`src/rtl/lhr_repair_unit_pkg.sv`:
```
// Shared definitions for the local-history repair unit: repair FSM states and
// default geometry of the local history table and checkpoint queue.
package lhr_repair_unit_pkg;

    localparam int LHR_M_DEFAULT     = 6;
    localparam int LHR_K_DEFAULT     = 10;
    localparam int LHR_DEPTH_DEFAULT = 8;

    typedef enum logic [1:0] {
        ST_IDLE = 2'd0,
        ST_WALK = 2'd1,
        ST_FIX  = 2'd2
    } repair_state_t;

endpackage

```
`src/rtl/lhr_ckpt_fifo.sv`:
```
// Checkpoint queue: in-order push/pop of (index, pre-update LHR, predicted
// direction) plus a random read port used while walking back over entries.
module lhr_ckpt_fifo
    import lhr_repair_unit_pkg::*;
#(
    parameter int M     = LHR_M_DEFAULT,
    parameter int K     = LHR_K_DEFAULT,
    parameter int DEPTH = LHR_DEPTH_DEFAULT,
    localparam int PW   = $clog2(DEPTH),
    localparam int CW   = $clog2(DEPTH + 1)
) (
    input  logic          i_clk,
    input  logic          i_reset,
    input  logic          i_push,
    input  logic [M-1:0]  i_push_index,
    input  logic [K-1:0]  i_push_lhr,
    input  logic          i_push_dir,
    input  logic          i_pop,
    input  logic          i_clear,
    input  logic [PW-1:0] i_rd_ptr,
    output logic [M-1:0]  o_head_index,
    output logic [K-2:0]  o_head_lhr_upper,
    output logic          o_head_dir,
    output logic [M-1:0]  o_rd_index,
    output logic [K-1:0]  o_rd_lhr,
    output logic [PW-1:0] o_head_ptr,
    output logic [PW-1:0] o_tail_ptr,
    output logic [CW-1:0] o_count,
    output logic          o_full,
    output logic          o_empty
);

    logic [M-1:0]  r_index_mem [DEPTH];
    logic [K-1:0]  r_lhr_mem   [DEPTH];
    logic          r_dir_mem   [DEPTH];
    logic [PW-1:0] r_head;
    logic [PW-1:0] r_tail;
    logic [CW-1:0] r_count;
    logic [K-1:0]  w_head_lhr;

    // Storage is deliberately left unreset; validity is tracked by the pointers.
    always_ff @(posedge i_clk) begin
        if (i_push) begin
            r_index_mem[r_tail] <= i_push_index;
            r_lhr_mem[r_tail]   <= i_push_lhr;
            r_dir_mem[r_tail]   <= i_push_dir;
        end
    end

    always_ff @(posedge i_clk or posedge i_reset) begin
        if (i_reset) begin
            r_head  <= '0;
            r_tail  <= '0;
            r_count <= '0;
        end else if (i_clear) begin
            r_head  <= '0;
            r_tail  <= '0;
            r_count <= '0;
        end else begin
            if (i_push)
                r_tail <= r_tail + PW'(1);
            if (i_pop)
                r_head <= r_head + PW'(1);
            r_count <= r_count + CW'(i_push) - CW'(i_pop);
        end
    end

    assign w_head_lhr       = r_lhr_mem[r_head];
    assign o_head_index     = r_index_mem[r_head];
    assign o_head_lhr_upper = w_head_lhr[K-1:1];
    assign o_head_dir       = r_dir_mem[r_head];
    assign o_rd_index       = r_index_mem[i_rd_ptr];
    assign o_rd_lhr         = r_lhr_mem[i_rd_ptr];
    assign o_head_ptr       = r_head;
    assign o_tail_ptr       = r_tail;
    assign o_count          = r_count;
    assign o_full           = (r_count == CW'(DEPTH));
    assign o_empty          = (r_count == '0);

endmodule

```
`src/rtl/lhr_repair_unit.sv`:
```
// Speculative local-history checkpoint/repair: retires branches in order and,
// on a mispredict, rewrites in-flight history entries youngest-first.
module lhr_repair_unit
    import lhr_repair_unit_pkg::*;
#(
    parameter int M     = LHR_M_DEFAULT,
    parameter int K     = LHR_K_DEFAULT,
    parameter int DEPTH = LHR_DEPTH_DEFAULT,
    localparam int PW   = $clog2(DEPTH),
    localparam int CW   = $clog2(DEPTH + 1)
) (
    input  logic          i_clk,
    input  logic          i_reset,
    input  logic          i_push_valid,
    input  logic [M-1:0]  i_push_index,
    input  logic [K-1:0]  i_push_lhr,
    input  logic          i_push_pred_dir,
    input  logic          i_resolve_valid,
    input  logic          i_resolve_taken,
    output logic          o_repair_we,
    output logic [M-1:0]  o_repair_index,
    output logic [K-1:0]  o_repair_lhr,
    output logic          o_repair_busy,
    output logic          o_full,
    output logic          o_empty,
    output logic          o_overflow,
    output logic [CW-1:0] o_count
);

    repair_state_t r_state;
    repair_state_t w_state_next;

    logic [PW-1:0] r_walk_ptr;
    logic [PW-1:0] w_walk_ptr_next;
    logic [M-1:0]  r_fix_index;
    logic [K-1:0]  r_fix_lhr;
    logic [M-1:0]  w_fix_index_next;
    logic [K-1:0]  w_fix_lhr_next;
    logic          r_overflow;
    logic          r_repair_we;
    logic [M-1:0]  r_repair_index;
    logic [K-1:0]  r_repair_lhr;
    logic          w_repair_we_next;
    logic [M-1:0]  w_repair_index_next;
    logic [K-1:0]  w_repair_lhr_next;

    logic          w_idle;
    logic          w_resolve;
    logic          w_mispredict;
    logic          w_pop;
    logic          w_push_req;
    logic          w_push;
    logic          w_drop;
    logic          w_clear;

    logic [M-1:0]  w_head_index;
    logic [K-2:0]  w_head_lhr_upper;
    logic          w_head_dir;
    logic [M-1:0]  w_rd_index;
    logic [K-1:0]  w_rd_lhr;
    logic [PW-1:0] w_head_ptr;
    logic [PW-1:0] w_tail_ptr;
    logic [CW-1:0] w_count;
    logic          w_full;
    logic          w_empty;

    lhr_ckpt_fifo #(
        .M     (M),
        .K     (K),
        .DEPTH (DEPTH)
    ) u_fifo (
        .i_clk            (i_clk),
        .i_reset          (i_reset),
        .i_push           (w_push),
        .i_push_index     (i_push_index),
        .i_push_lhr       (i_push_lhr),
        .i_push_dir       (i_push_pred_dir),
        .i_pop            (w_pop),
        .i_clear          (w_clear),
        .i_rd_ptr         (w_walk_ptr_next),
        .o_head_index     (w_head_index),
        .o_head_lhr_upper (w_head_lhr_upper),
        .o_head_dir       (w_head_dir),
        .o_rd_index       (w_rd_index),
        .o_rd_lhr         (w_rd_lhr),
        .o_head_ptr       (w_head_ptr),
        .o_tail_ptr       (w_tail_ptr),
        .o_count          (w_count),
        .o_full           (w_full),
        .o_empty          (w_empty)
    );

    // A mispredicting resolve kills any same-cycle push: that branch is younger.
    assign w_idle       = (r_state == ST_IDLE);
    assign w_resolve    = w_idle && i_resolve_valid && !w_empty;
    assign w_mispredict = w_resolve && (i_resolve_taken != w_head_dir);
    assign w_pop        = w_resolve && !w_mispredict;
    assign w_push_req   = w_idle && i_push_valid && !w_mispredict;
    assign w_push       = w_push_req && (!w_full || w_pop);
    assign w_drop       = w_push_req && w_full && !w_pop;
    assign w_clear      = (r_state == ST_FIX);

    assign w_fix_index_next = w_idle ? w_head_index : r_fix_index;
    assign w_fix_lhr_next   = w_idle ? {i_resolve_taken, w_head_lhr_upper} : r_fix_lhr;

    always_ff @(posedge i_clk or posedge i_reset) begin
        if (i_reset) begin
            r_state     <= ST_IDLE;
            r_walk_ptr  <= '0;
            r_fix_index <= '0;
            r_fix_lhr   <= '0;
        end else begin
            r_state     <= w_state_next;
            r_walk_ptr  <= w_walk_ptr_next;
            r_fix_index <= w_fix_index_next;
            r_fix_lhr   <= w_fix_lhr_next;
        end
    end

    // Walk stops once the entry just above head is written; head itself is the fix.
    always_comb begin
        w_state_next    = r_state;
        w_walk_ptr_next = r_walk_ptr;
        case (r_state)
            ST_IDLE: begin
                w_walk_ptr_next = w_tail_ptr - PW'(1);
                if (w_mispredict)
                    w_state_next = (w_count > CW'(1)) ? ST_WALK : ST_FIX;
            end
            ST_WALK: begin
                w_walk_ptr_next = r_walk_ptr - PW'(1);
                if (r_walk_ptr == (w_head_ptr + PW'(1)))
                    w_state_next = ST_FIX;
            end
            ST_FIX: begin
                w_state_next = ST_IDLE;
            end
            default: begin
                w_state_next = ST_IDLE;
            end
        endcase
    end

    always_comb begin
        w_repair_we_next    = 1'b0;
        w_repair_index_next = '0;
        w_repair_lhr_next   = '0;
        case (w_state_next)
            ST_WALK: begin
                w_repair_we_next    = 1'b1;
                w_repair_index_next = w_rd_index;
                w_repair_lhr_next   = w_rd_lhr;
            end
            ST_FIX: begin
                w_repair_we_next    = 1'b1;
                w_repair_index_next = w_fix_index_next;
                w_repair_lhr_next   = w_fix_lhr_next;
            end
            default: begin
                w_repair_we_next = 1'b0;
            end
        endcase
    end

    always_ff @(posedge i_clk or posedge i_reset) begin
        if (i_reset) begin
            r_repair_we    <= 1'b0;
            r_repair_index <= '0;
            r_repair_lhr   <= '0;
            r_overflow     <= 1'b0;
        end else begin
            r_repair_we    <= w_repair_we_next;
            r_repair_index <= w_repair_index_next;
            r_repair_lhr   <= w_repair_lhr_next;
            if (w_drop)
                r_overflow <= 1'b1;
        end
    end

    assign o_repair_we    = r_repair_we;
    assign o_repair_index = r_repair_index;
    assign o_repair_lhr   = r_repair_lhr;
    assign o_repair_busy  = (r_state != ST_IDLE);
    assign o_full         = w_full;
    assign o_empty        = w_empty;
    assign o_overflow     = r_overflow;
    assign o_count        = w_count;

endmodule

```
`config.mk`:
```
export PLATFORM = sky130hd
export DESIGN_NAME = lhr_repair_unit
export DESIGN_NICKNAME = d
export VERILOG_FILES = /design/src/rtl/lhr_repair_unit_pkg.sv /design/src/rtl/lhr_ckpt_fifo.sv /design/src/rtl/lhr_repair_unit.sv
export SDC_FILE = /design/constraint.sdc
export NUM_CORES = 1
export LEC_CHECK = 0
export CAP_MARGIN = 20
export CELL_PAD_IN_SITES_DETAIL_PLACEMENT = 1
export CELL_PAD_IN_SITES_GLOBAL_PLACEMENT = 2
export CORE_MARGIN = 1.5
export CORE_UTILIZATION = 30
export CTS_CLUSTER_SIZE = 25
export DETAILED_ROUTE_END_ITERATION = 12
export PLACE_DENSITY_LB_ADDON = 0.1
export SYNTH_ARGS = -nofsm -noshare
export SYNTH_HDL_FRONTEND = slang
export SYNTH_HIERARCHICAL = 1
export SYNTH_SLANG_ARGS = --single-unit
```
`constraint.sdc`:
```
create_clock -name i_clk -period 10.7 [get_ports i_clk]
set_clock_uncertainty 0.05 [all_clocks]
set_input_delay 1.07 -clock i_clk [delete_from_list [all_inputs] [get_ports i_clk]]
set_output_delay 1.07 -clock i_clk [all_outputs]
set_load 0.05 [all_outputs]
```
Word-level counts from Yosys, hierarchy flattened
Memories as Yosys holds them, arrays and structs flattened.
Index checks and enable logic that the tools add are counted.
- add/sub/neg operators: 6
- $lt $le $gt $ge: 1
- equality and inequality tests: 7
- mux-type cells: 17
- reduce and logical (&&, ||, !) cells: 20
- operator list (operator ; count):
    $pmux W10 S2 ; 1
    $mux W3 ; 4
    $pmux W6 S2 ; 1
    $mux W10 ; 1
    $logic_and A1 B1 Y1 ; 9
    $add A3 B1 Y3 const B ; 2
    $mux W2 ; 3
    $mux W6 ; 1
    $pmux W3 S2 ; 1
    $reduce_bool A2 Y1 ; 3
    $sub A3 B1 Y3 const B ; 2
    $add A4 B1 Y4 ; 1
    $eq A2 B1 Y1 const B ; 2
    $eq A2 B2 Y1 const B ; 2
    $eq A4 B4 Y1 const B ; 1
    $gt A4 B1 Y1 const B ; 1
    $logic_not A1 Y1 ; 4
    $logic_not A4 Y1 ; 1
    $mux W4 ; 1
    $pmux W2 S2 ; 1
    $sub A4 B1 Y4 ; 1
    $eq A3 B3 Y1 ; 1
    $mux W1 ; 3
    $logic_not A2 Y1 ; 1
    3 further kinds ; 3
- flip-flop bits (word level): 49
- memory bits (writable): 136
- bits of input ports: 22
- logic and storage cells: 65
- memories kept: 3
- memory list (memory ; depth ; width ; read ports ; clocked after Yosys merged registers in ; wr ports ; RTL line ; RTL):
    u_fifo.r_lhr_mem ; 8 ; 10 ; 2 ; 0 ; 1 ; lhr_ckpt_fifo.sv:34 ; logic [K-1:0] r_lhr_mem [DEPTH];
    u_fifo.r_index_mem ; 8 ; 6 ; 2 ; 0 ; 1 ; lhr_ckpt_fifo.sv:33 ; logic [M-1:0] r_index_mem [DEPTH];
    u_fifo.r_dir_mem ; 8 ; 1 ; 1 ; 0 ; 1 ; lhr_ckpt_fifo.sv:35 ; logic r_dir_mem [DEPTH];

Longest topological paths before layout
Gate-level depths: netlist of run 1.
- depth after elaboration: 11
- gate-level depth with buffers: 14

By module
Netlist of run 1, hierarchy kept.
- modules (own cells, without submodules) (module ; instances ; cells each ; area each (µm²)):
    lhr_ckpt_fifo ; 1 ; 318 ; 6915.4
    lhr_repair_unit ; 1 ; 191 ; 1953.1

Worst setup path after synthesis of run 1
OpenSTA, ideal clock, no wires.
- kind: register to register
- start: register u_fifo.r_count[2] (netlist: u_fifo/o_count[2])
- end: memory u_fifo.r_dir_mem[0] (enable)
- library setup time: 0.412 ns
- data arrival time: 4.277 ns
- data required time: 10.238 ns
- slack: 5.961 ns
- cell stages (with the launch flop): 9
- path buffers: 0
- path through: dfrtp_1 inv_1 ha_1 nor3b_1 nand2b_1 nor2_1 a211oi_1 nand2b_1 nor3_1
- word-level cells in the longest chain between the ends: 10
- elaborated cells between the ends (all ways): 13
- classes of those cells: eq/ne: 1; mux: 2; reduce/logical: 10
- RTL lines (what ; RTL line ; RTL):
    from (decl) ; lhr_ckpt_fifo.sv:38 ; logic [CW-1:0] r_count;
    from (signal assigned) ; lhr_ckpt_fifo.sv:64 ; r_count <= r_count + CW'(i_push) - CW'(i_pop);
    $logic_not A4 Y1 * ; lhr_ckpt_fifo.sv:78 ; assign o_empty = (r_count == '0);
    named net o_empty ; lhr_repair_unit.sv:25 ; output logic o_empty,
    $logic_not A1 Y1 * ; lhr_repair_unit.sv:95 ; assign w_resolve = w_idle && i_resolve_valid && !w_empty;
    $logic_and A1 B1 Y1 * ; lhr_repair_unit.sv:95 ;
    $logic_and A1 B1 Y1 ; lhr_repair_unit.sv:96 ; assign w_mispredict = w_resolve && (i_resolve_taken != w_head_dir);
    $logic_not A1 Y1 ; lhr_repair_unit.sv:97, lhr_repair_unit.sv:98 ;
    $logic_and A1 B1 Y1 ; lhr_repair_unit.sv:97 ; assign w_pop = w_resolve && !w_mispredict;
    $logic_or A1 B1 Y1 ; lhr_repair_unit.sv:99 ; assign w_push = w_push_req && (!w_full || w_pop);
    $logic_and A1 B1 Y1 * ; lhr_repair_unit.sv:99 ;
    named net w_push ; lhr_repair_unit.sv:52 ; logic w_push;
    $mux W1 * ; lhr_ckpt_fifo.sv:43 ; if (i_push) begin
    $mux W1 (implied by the code) * ; lhr_ckpt_fifo.sv:46 ; r_dir_mem[r_tail] <= i_push_dir;
    to (decl) ; lhr_ckpt_fifo.sv:35 ;
Mark *: on every way through the listed nets, which the timed path passes. The rest lies on a longest branch.

Worst setup path in the final report of run 1
- start: register u_fifo.r_head[1] (netlist: u_fifo/o_head_ptr[1])
- end: register u_fifo.r_count[2] (netlist: u_fifo/o_count[2])
- word-level cells in the longest chain between the ends: 10
- elaborated cells between the ends (all ways): 11
- classes of those cells: add/sub: 2; eq/ne: 1; mux: 1; reduce/logical: 6; memory: 1
- RTL lines (what ; RTL line ; RTL):
    from (decl) ; lhr_ckpt_fifo.sv:36 ; logic [PW-1:0] r_head;
    from (signal assigned) ; lhr_ckpt_fifo.sv:63 ; r_head <= r_head + PW'(1);
    $mem_v2 Z8 W1 * ; -- ;
    named net w_head_dir ; lhr_repair_unit.sv:58 ; logic w_head_dir;
    $ne A1 B1 Y1 * ; lhr_repair_unit.sv:96 ;
    $logic_and A1 B1 Y1 * ; lhr_repair_unit.sv:96 ;
    $logic_not A1 Y1 * ; lhr_repair_unit.sv:97, lhr_repair_unit.sv:98 ;
    $logic_and A1 B1 Y1 ; lhr_repair_unit.sv:97 ;
    $logic_or A1 B1 Y1 ; lhr_repair_unit.sv:99 ;
    $logic_and A1 B1 Y1 * ; lhr_repair_unit.sv:99 ;
    named net w_push ; lhr_repair_unit.sv:52 ;
    $add A4 B1 Y4 * ; lhr_ckpt_fifo.sv:64 ;
    $sub A4 B1 Y4 * ; lhr_ckpt_fifo.sv:64 ;
    $mux W4 * ; lhr_ckpt_fifo.sv:55 ; end else if (i_clear) begin
Marks and branches as above.
A chain may end at the register's enable or synchronous reset.

==> results of run 1 <==
layer usage:
metal | up-vias | track usage (%)
met3 | 6 | 2.502
met5 | - | 0
met2 | 70 | 24.16
met4 | 0 | 3.205
li1 | 2128 | -
met1 | 2566 | 20.64
cell families after synthesis:
logic type	Yosys count	share of synthesized area (%)
flops	185	59.88
mux	101	23.08
simple gates	93	6.024
compound gates	62	4.331
buf+inv	47	3.809
fa+ha+maj	13	1.919
xor+xnor	8	0.9593
area by class of cell:
| type | instances | area, sq um | area share, % |
|---|---|---|---|
| multi-input cells | 277 | 3249 | 31.67 |
| clock inverters | 15 | 170.2 | 1.659 |
| inverters | 11 | 41.29 | 0.4025 |
| well taps | 384 | 480.5 | 4.683 |
| repair buffers | 62 | 580.6 | 5.659 |
| clock buffers | 17 | 425.4 | 4.147 |
| flip-flops and latches | 185 | 5311 | 51.77 |
path summary, 6_finish.rpt:
kind	to	depth (start not counted)
setup reg to reg	u_fifo/o_count[2]	13
max in group asynchronous	o_repair_lhr[1]	3
setup / recovery	u_fifo/o_count[2]	13
min in group asynchronous	u_fifo/o_head_ptr[0]	2
hold / removal	o_overflow	1
hold reg to reg	o_overflow	1
cell usage in the layout, fill, tap and decap left out, types with 2 or more instances in the layout:
cell type	n
a21oi_1	19
buf_4	16
clkbuf_16	17
clkdlybuf4s50_1	46
clkinv_4	2
clkinv_8	4
dfrtp_1	48
edfxtp_1	136
ha_1	12
inv_1	10
inv_6	4
inv_8	4
mux2_2	32
mux2i_1	4
mux4_1	52
mux4_2	12
nand2_1	22
nand2b_1	6
nor2_1	14
nor2b_1	6
nor3_1	3
nor3_2	3
nor3b_1	18
o21a_1	17
o21ai_0	13
o21ai_1	4
or2_2	16
xnor2_1	4
xor2_1	3
state kept, by name, summed over array words and instances, names as in the netlist, 3 cells and up:
signal	count
o_repair_index	6
o_repair_lhr	10
r_fix_index	6
r_fix_lhr	10
r_walk_ptr	3
u_fifo/o_count	4
u_fifo/o_head_ptr	3
u_fifo/o_tail_ptr	3
u_fifo/r_dir_mem	8
u_fifo/r_index_mem	48
u_fifo/r_lhr_mem	80
where the power goes:
part / switching, mW / total (mW) / internal, mW
logic: 0.923 / 1.73 / 0.805
registers: 0.0848 / 0.983 / 0.898
clock network: 0.311 / 0.626 / 0.316
total: 1.32 / 3.34 / 2.02
worst max-delay path: cells and delay by family, from the launching register on:
kind | cells | cell delay, ps
xor+xnor | 2 | 480
buf+inv | 3 | 700
compound gates | 1 | 640
fa+ha+maj | 3 | 900
flops | 1 | 320
simple gates | 2 | 140
mux | 2 | 950
==> flow_summary_export.csv, run 1 <==
group,metric,value,unit
floorplanning,die_area,30600,sq um
critical_path,r2r_setup_slack,6390,ps
critical_path,cp.arrival,4550,ps
global_route,grt_max_degree,41,
clock_network,cts_buffers,17,
placement,dpl_worst_slack,6345,ps
critical_path,rr_startpoint,"u_fifo/o_head_ptr[1]",
critical_path,slowest_delay,640,ps
timing,maxSlewViolCount,0,
routing,vias_per_cell,5.016,
layout,final_util,35.45,%
clock_network,clkTransAtPathRegs,80,ps
clock_network,clk_latency,430,ps
run_status,status,"completed",
power_and_ir_drop,irDropWorstVdd,0.1812,mV
critical_path,critPathRequiredTime,10940,ps
layout,syn_to_final_growth,15.67,%
synth,synth_cell_types,45,
floorplanning,core.rowCount,62,
routing,ant_nets,0,
routing,drc,0,
layout,stdcell_count,951,
timing,fin_hold_ws,438.7,ps
critical_path,cp-end-kind,"register",
global_route,antenna_found_initial,1,
synth,synth.avg_cell_area,17.42,sq um
placement,place_inst,919,
routing,via_count,4770,
synth,synth_top_area_share,46.05,%
routing,drtIter0Drc,328,
critical_path,crit_fanout,35,
floorplanning,ioPinCount,47,
timing,post-route-period-util,40.32,%
global_route,grtUsageTotal,14.77,%
timing,finalSetupViolations,0,
layout,fin_area,10260,sq um
timing,rsz0062_at_grt,"false",
layout,fill_cells,2874,
synth,synth_edf_count,136,
job,maxCapViolCount,0,
placement,hpwl,13.17,mm
placement,dpl-instance-area,9663,sq um
global_route,grt_overflow,0,
timing,hold_violations,0,
floorplanning,initial_core_util,30.65,%
synth,synthTopCellsByArea,"edfxtp_1 (46%), mux4_1 (15%), dfrtp_1 (14%)",
timing,setup_tns,0,ps
timing,tightest_slew,941.8,ps
synth,synthArstFlopShare,26.49,%
clock_network,cts.sinks,185,
critical_path,path_cells,"buf_4 > mux4_1 > mux2_2 > xnor2_1 > nor2_1 > a211oi_1 > inv_1 > ha_1 > inv_1 > ha_1 > fa_1 > xnor2_1 > nor2_1",
critical_path,cp_slowest_cell,"mux4_1",
global_route,grt_pass1_wl,32.89,mm
timing,period_needed,4314,ps
synth,synthTopCellsByCount,"edfxtp_1 (136), mux4_1 (52), dfrtp_1 (49)",
routing,wirelength_met1,10.62,mm
synth,yosysTopAreaCell,"edfxtp_1",
synth,ys.flop_type,"edfxtp_1",
clock_network,cts_tree,"built",
clock_network,post_cts_buffers,0,
synth,netlist_area,8869,sq um
routing,met3WireLength,489,um
worst_hold_path,hold_path.startpoint,"o_overflow",
critical_path,startpoint_type,"register",
routing,dr.pass1.iters,6,
clock_network,cts_buffer_depth,2,
clock_network,cts-htree-levels,4,
routing,wl_per_cell,22.77,um
synth,synth_most_common_cell,"edfxtp_1",
layout,antennaDiodeCount,0,
clock_network,cts_resized,0,
placement,gp_congestion,0.7101,
layout,drive_above_1_share,20.81,%
layout,finalNetCount,589,
power_and_ir_drop,p_leak,3.633,nW
critical_path,critPathKind,"reg -> reg",
routing,highest_layer,"met4",
worst_hold_path,hold_class,"reg -> reg",
critical_path,crit_start,"u_fifo/o_head_ptr[1]",
clock_network,root_buffer,"clkbuf_16",
power_and_ir_drop,power_density,325.3,nW/um^2
floorplanning,die_x,174.9,um
global_route,grt_pass1_vias,5226,
timing,slew_headroom,37.21,%
floorplanning,core_area,28940,sq um
placement,io_buffers,46,
synth,syn_inst,509,
synth,ys_ff_latch,185,
routing,finalWirelength,21.66,mm
synth,synth-seq-area-share,59.88,%
timing,fmaxAchievable,0.2318,GHz
power_and_ir_drop,finalPower,3.337,mW
clock_network,hold_buffers,0,
floorplanning,die_y,174.9,um
routing,wl_met2,10.44,mm
synth,yosys_warnings,6,
synth,synth_nets,544,
timing,finalWorstSetupSlack,6386,ps
Power figures use the tool's default switching activity.
==> inputs of run 2 (changes only) <==
clock period = 4.49 ns   (was 10.7 ns; I/O delays follow)
==> flow_summary_export.csv, run 2 (same netlist as run 1, synthesis figures left out) <==
group,metric,value,unit
global_route,grt_max_degree,41,
critical_path,path_cells,"buf_4 > mux4_1 > mux2_2 > xnor2_1 > nor2_1 > a211oi_1 > buf_4 > inv_1 > ha_1 > inv_1 > ha_1 > fa_1 > xnor2_1 > nor2_1",
clock_network,post_cts_buffers,0,
routing,drc,0,
global_route,grt_overflow,0,
routing,via_count,4812,
floorplanning,die_area,30600,sq um
critical_path,crit_fanout,17,
power_and_ir_drop,intPower,5.063,mW
clock_network,root_buffer,"clkbuf_16",
critical_path,r2r_end,"u_fifo/o_count[2]",
layout,finalNetCount,598,
layout,largest_reg_flops,80,
power_and_ir_drop,seqPwrFrac,29.0,%
critical_path,r2r_setup_slack,1120,ps
placement,io_buffers,46,
critical_path,slowest_delay,380,ps
worst_hold_path,hold_class,"in -> async",
critical_path,cp.arrival,3620,ps
critical_path,rr_startpoint,"u_fifo/o_head_ptr[2]",
timing,post-route-period-util,75.10,%
placement,gp_congestion,0.6856,
power_and_ir_drop,sw_frac_of_total,37.01,%
critical_path,r2r_cells,14,
power_and_ir_drop,irDropWorstVdd,0.3007,mV
timing,finalSetupViolations,0,
run_status,status,"completed",
clock_network,cts_tree,"built",
critical_path,crit_start,"u_fifo/o_head_ptr[2]",
clock_network,clkTransAtPathRegs,80,ps
clock_network,cts_buffers,17,
power_and_ir_drop,power_density,774.5,nW/um^2
placement,hpwl,13.92,mm
routing,finalWirelength,22.61,mm
timing,hold_violations,0,
global_route,grtUsageTotal,15.34,%
power_and_ir_drop,power_frac_comb,51.2,%
layout,final_cell_mix,"edfxtp_1 (136), mux4_1 (52), dfrtp_1 (48)",
layout,drive_above_1_share,22.96,%
layout,antennaDiodeCount,0,
job,maxCapViolCount,0,
clock_network,cts_buffer_depth,2,
layout,largest-register,"u_fifo/r_lhr_mem",
layout,top_regs,"u_fifo/r_lhr_mem: 80 flops, u_fifo/r_index_mem: 48 flops",
global_route,antenna_found_initial,0,
timing,slew_headroom,38.34,%
critical_path,critPathKind,"reg -> reg",
timing,fmaxAchievable,0.2966,GHz
power_and_ir_drop,p_switching,2.974,mW
critical_path,cp-end-kind,"register",
layout,syn_to_final_growth,17.02,%
routing,drtIter0Drc,197,
clock_network,cts_resized,0,
layout,final_common_cell,"edfxtp_1",
power_and_ir_drop,clock_power_share,19.8,%
timing,setup_tns,0,ps
floorplanning,initial_core_util,30.65,%
global_route,grt_pass1_vias,5313,
clock_network,cts-htree-levels,4,
routing,vias_per_cell,5.018,
timing,rsz0062_at_grt,"false",
floorplanning,core.rowCount,62,
global_route,grt_pass1_wl,33.80,mm
timing,maxSlewViolCount,0,
power_and_ir_drop,p_leak,3.686,nW
layout,final_util,35.86,%
critical_path,startpoint_type,"register",
timing,tightest_slew,924.9,ps
routing,dr.pass1.iters,4,
floorplanning,core_area,28940,sq um
floorplanning,die_x,174.9,um
floorplanning,die_y,174.9,um
critical_path,critPathRequiredTime,4740,ps
layout,fill_cells,2880,
timing,period_needed,3372,ps
clock_network,clk_latency,440,ps
clock_network,hold_buffers,0,
routing,wl_per_cell,23.57,um
critical_path,cp_slowest_cell,"fa_1",
clock_network,cts.sinks,185,
routing,ant_nets,0,
floorplanning,ioPinCount,47,
-- run 2: cell types whose count changed in the layout (fill, tap and decap cells not counted), sizes merged --
cell | before | now
buf | 16 | 25
inv | 19 | 15
clkinvlp | 1 | 2
bufinv | 0 | 4
clkinv | 6 | 4
-- run 2: power by group through the flow --
stage / combinational (mW) / sequential [mW] / clock, mW
after global placement: 4.17 / 2.36 / 0
after CTS: 4.21 / 2.34 / 1.64
after global routing: 4.47 / 2.37 / 1.70
after floorplan: 3.10 / 2.46 / 0
final: 4.11 / 2.33 / 1.59
after detailed placement: 4.18 / 2.37 / 0
-- run 2: layout make-up --
| cell class | instances | area [sq um] | share of cell area [%] |
|---|---|---|---|
| Clock buffer | 17 | 425.4 | 4.099 |
| Clock inverter | 14 | 193.9 | 1.869 |
| Inverter | 11 | 41.29 | 0.3979 |
| Multi-Input combinational cell | 277 | 3277 | 31.58 |
| Sequential cell | 185 | 5311 | 51.18 |
| Tap cell | 384 | 480.5 | 4.630 |
| Timing Repair Buffer | 71 | 648.1 | 6.245 |
-- run 2: layer usage --
| layer | global-route usage (%) | routed length [um] | up-vias |
|---|---|---|---|
| li1 | - | - | 2148 |
| met3 | 2.829 | 663 | 21 |
| met4 | 3.775 | 325 | 0 |
| met2 | 27.61 | 11850 | 91 |
| met1 | 18.95 | 9766 | 2552 |
| met5 | 0 | 0 | - |
-- run 2: worst max path at each step --
stage | to | slack (ps)
finish | u_fifo/o_count[2] | 1120
global route | u_fifo/o_count[2] | 840
CTS | u_fifo/o_count[2] | 1030
detailed placement | u_fifo/o_count[2] | 1090
global placement | u_fifo/o_count[2] | 1140
floorplan | u_fifo/r_dir_mem[6] | 200
-- run 2: critical path, delay by kind of cell, from the launching register on --
family,cells,cell delay (ps)
mux,2,630
compound gates,1,190
flops,1,350
buf+inv,4,560
simple gates,2,150
fa+ha+maj,3,850
xor+xnor,2,460
-- run 2: stage by stage --
step / cells / area, sq um / total power [mW] / setup slack, ps / hold WS (ps)
after CTS: 959 / 10380 / 8.193 / 1033 / 331.0
after global placement: 928 / 9758 / 6.534 / 1141 / 404.8
after floorplan: 509 / 8879 / 5.560 / 199.2 / 239.2
after detailed placement: 928 / 9758 / 6.554 / 1092 / 409.8
final: 959 / 10380 / 8.037 / 1118 / 313.1
after global routing: 959 / 10380 / 8.542 / 841.2 / 361.4
==> inputs of run 3 (changes only) <==
clock period = 3.1 ns   (was 4.49 ns; I/O delays follow)
==> flow_summary_export.csv, run 3 (same netlist as run 1, synthesis figures left out) <==
group,metric,value,unit
run_status,status,"completed",
routing,wirelength_met1,10.03,mm
layout,final_util,36.83,%
placement,dpl_worst_slack,-40.35,ps
clock_network,cts_buffers,17,
floorplanning,die_area,30600,sq um
worst_hold_path,hold_class,"in -> async",
floorplanning,die_x,174.9,um
routing,dr.pass1.iters,4,
timing,post-route-period-util,97.46,%
floorplanning,ioPinCount,47,
layout,antennaDiodeCount,0,
timing,slew_headroom,58.96,%
clock_network,cts.sinks,185,
critical_path,critPathRequiredTime,3410,ps
critical_path,crit_fanout,4,
routing,met3WireLength,471,um
timing,maxSlewViolCount,0,
routing,wl_met2,11.37,mm
clock_network,cts-htree-levels,4,
critical_path,cp.arrival,3330,ps
power_and_ir_drop,irDropWorstVdd,0.7232,mV
power_and_ir_drop,power_density,1104,nW/um^2
global_route,grt_max_degree,41,
layout,top_regs,"u_fifo/r_lhr_mem: 80 flops, u_fifo/r_index_mem: 48 flops",
placement,io_buffers,46,
routing,finalWirelength,22.12,mm
routing,ant_nets,0,
clock_network,clkTransAtPathRegs,70,ps
floorplanning,initial_core_util,30.65,%
layout,final_common_cell,"edfxtp_1",
global_route,grtUsageTotal,15.39,%
placement,hpwl,13.43,mm
layout,largest_reg_flops,80,
critical_path,startpoint_type,"register",
timing,setup_tns,0,ps
timing,hold_violations,0,
global_route,grt_overflow,0,
clock_network,hold_buffers,0,
routing,drc,0,
timing,rsz0062_at_grt,"true",
placement,gp_congestion,0.6644,
power_and_ir_drop,p_leak,3.759,nW
clock_network,clk_latency,420,ps
routing,drtIter0Drc,225,
timing,finalSetupViolations,0,
clock_network,cts_buffer_depth,2,
timing,fmaxAchievable,0.3310,GHz
clock_network,cts_tree,"built",
timing,period_needed,3021,ps
floorplanning,core_area,28940,sq um
layout,largest-register,"u_fifo/r_lhr_mem",
critical_path,critPathKind,"reg -> reg",
layout,syn_to_final_growth,20.17,%
floorplanning,core.rowCount,62,
global_route,grt_pass1_wl,34.09,mm
layout,finalNetCount,606,
routing,highest_layer,"met4",
clock_network,root_buffer,"clkbuf_16",
timing,tightest_slew,615.6,ps
routing,via_count,4806,
layout,drive_above_1_share,26.54,%
layout,final_cell_mix,"edfxtp_1 (136), mux4_1 (51), clkdlybuf4s50_1 (46)",
timing,finalWorstSetupSlack,78.63,ps
routing,wl_per_cell,22.85,um
floorplanning,die_y,174.9,um
global_route,antenna_found_initial,0,
critical_path,cp-end-kind,"register",
global_route,grt_pass1_vias,5280,
routing,vias_per_cell,4.965,
job,maxCapViolCount,0,
## run 3: metal layers
layer | vias up | global-route usage, %
met1 | 2572 | 20.03
met2 | 56 | 26.67
met4 | 0 | 3.704
met3 | 14 | 2.676
li1 | 2164 | -
met5 | - | 0
## run 3: final cells by class
type | instances | area, sq um
flip-flops and latches | 185 | 5315
inverters | 11 | 41.29
repair buffers | 79 | 865.8
well taps | 384 | 480.5
clock inverters | 13 | 135.1
multi-input cells | 277 | 3367
fillers | 2866 | 18280
clock buffers | 19 | 452.9
## run 3: where the power goes
| part | switching [mW] | internal, mW |
|---|---|---|
| Sequential | 0.221 | 3.10 |
| Clock | 0.987 | 1.18 |
| Combinational | 3.16 | 3.13 |
| Total | 4.36 | 7.40 |
## run 3: final timing paths
path	startpoint	endpoint	slack (ps)	cells after the start
max	u_fifo/o_head_ptr[1]	u_fifo/o_count[1]	80	11
min	i_reset	u_fifo/o_count[1]	190	2
max reg2reg	u_fifo/o_head_ptr[1]	u_fifo/o_count[1]	80	11
min reg2reg	o_overflow	o_overflow	440	1
max in group asynchronous	i_reset	o_repair_lhr[5]	2250	3
min in group i_clk	o_overflow	o_overflow	440	1
## run 3: repair_timing
item | CTS | global route
setup buffers | 0 | 1
gates resized for setup | 1 | 2
hold endpoints to repair | 0 | 0
endpoints found under the setup margin | 1 | 23
cloned | 0 | 0
pin swaps | 1 | 1
## run 3: critical path: stages, from the launching register on
cell      delay, ps
dfrtp_2         410
mux4_2          500
mux2_4          310
xnor2_4         170
nor2_1           70
a211oi_2        240
inv_1            90
ha_1            280
inv_1            40
ha_2            170
fa_2            510
nor2b_1         120
## run 3: per-stage QoR
step / cells / power, mW / hold WS [ps] / cell area [sq um]
6_report: 968 / 11.77 / 189.5 / 10660
5_1_grt: 968 / 12.57 / 247.3 / 10660
4_1_cts: 966 / 12.00 / 210.6 / 10630
3_5_place_dp: 934 / 9.763 / 417.6 / 10030
3_3_place_gp: 934 / 9.720 / 408.2 / 10030
2_1_floorplan: 509 / 8.162 / 100.0 / 8994
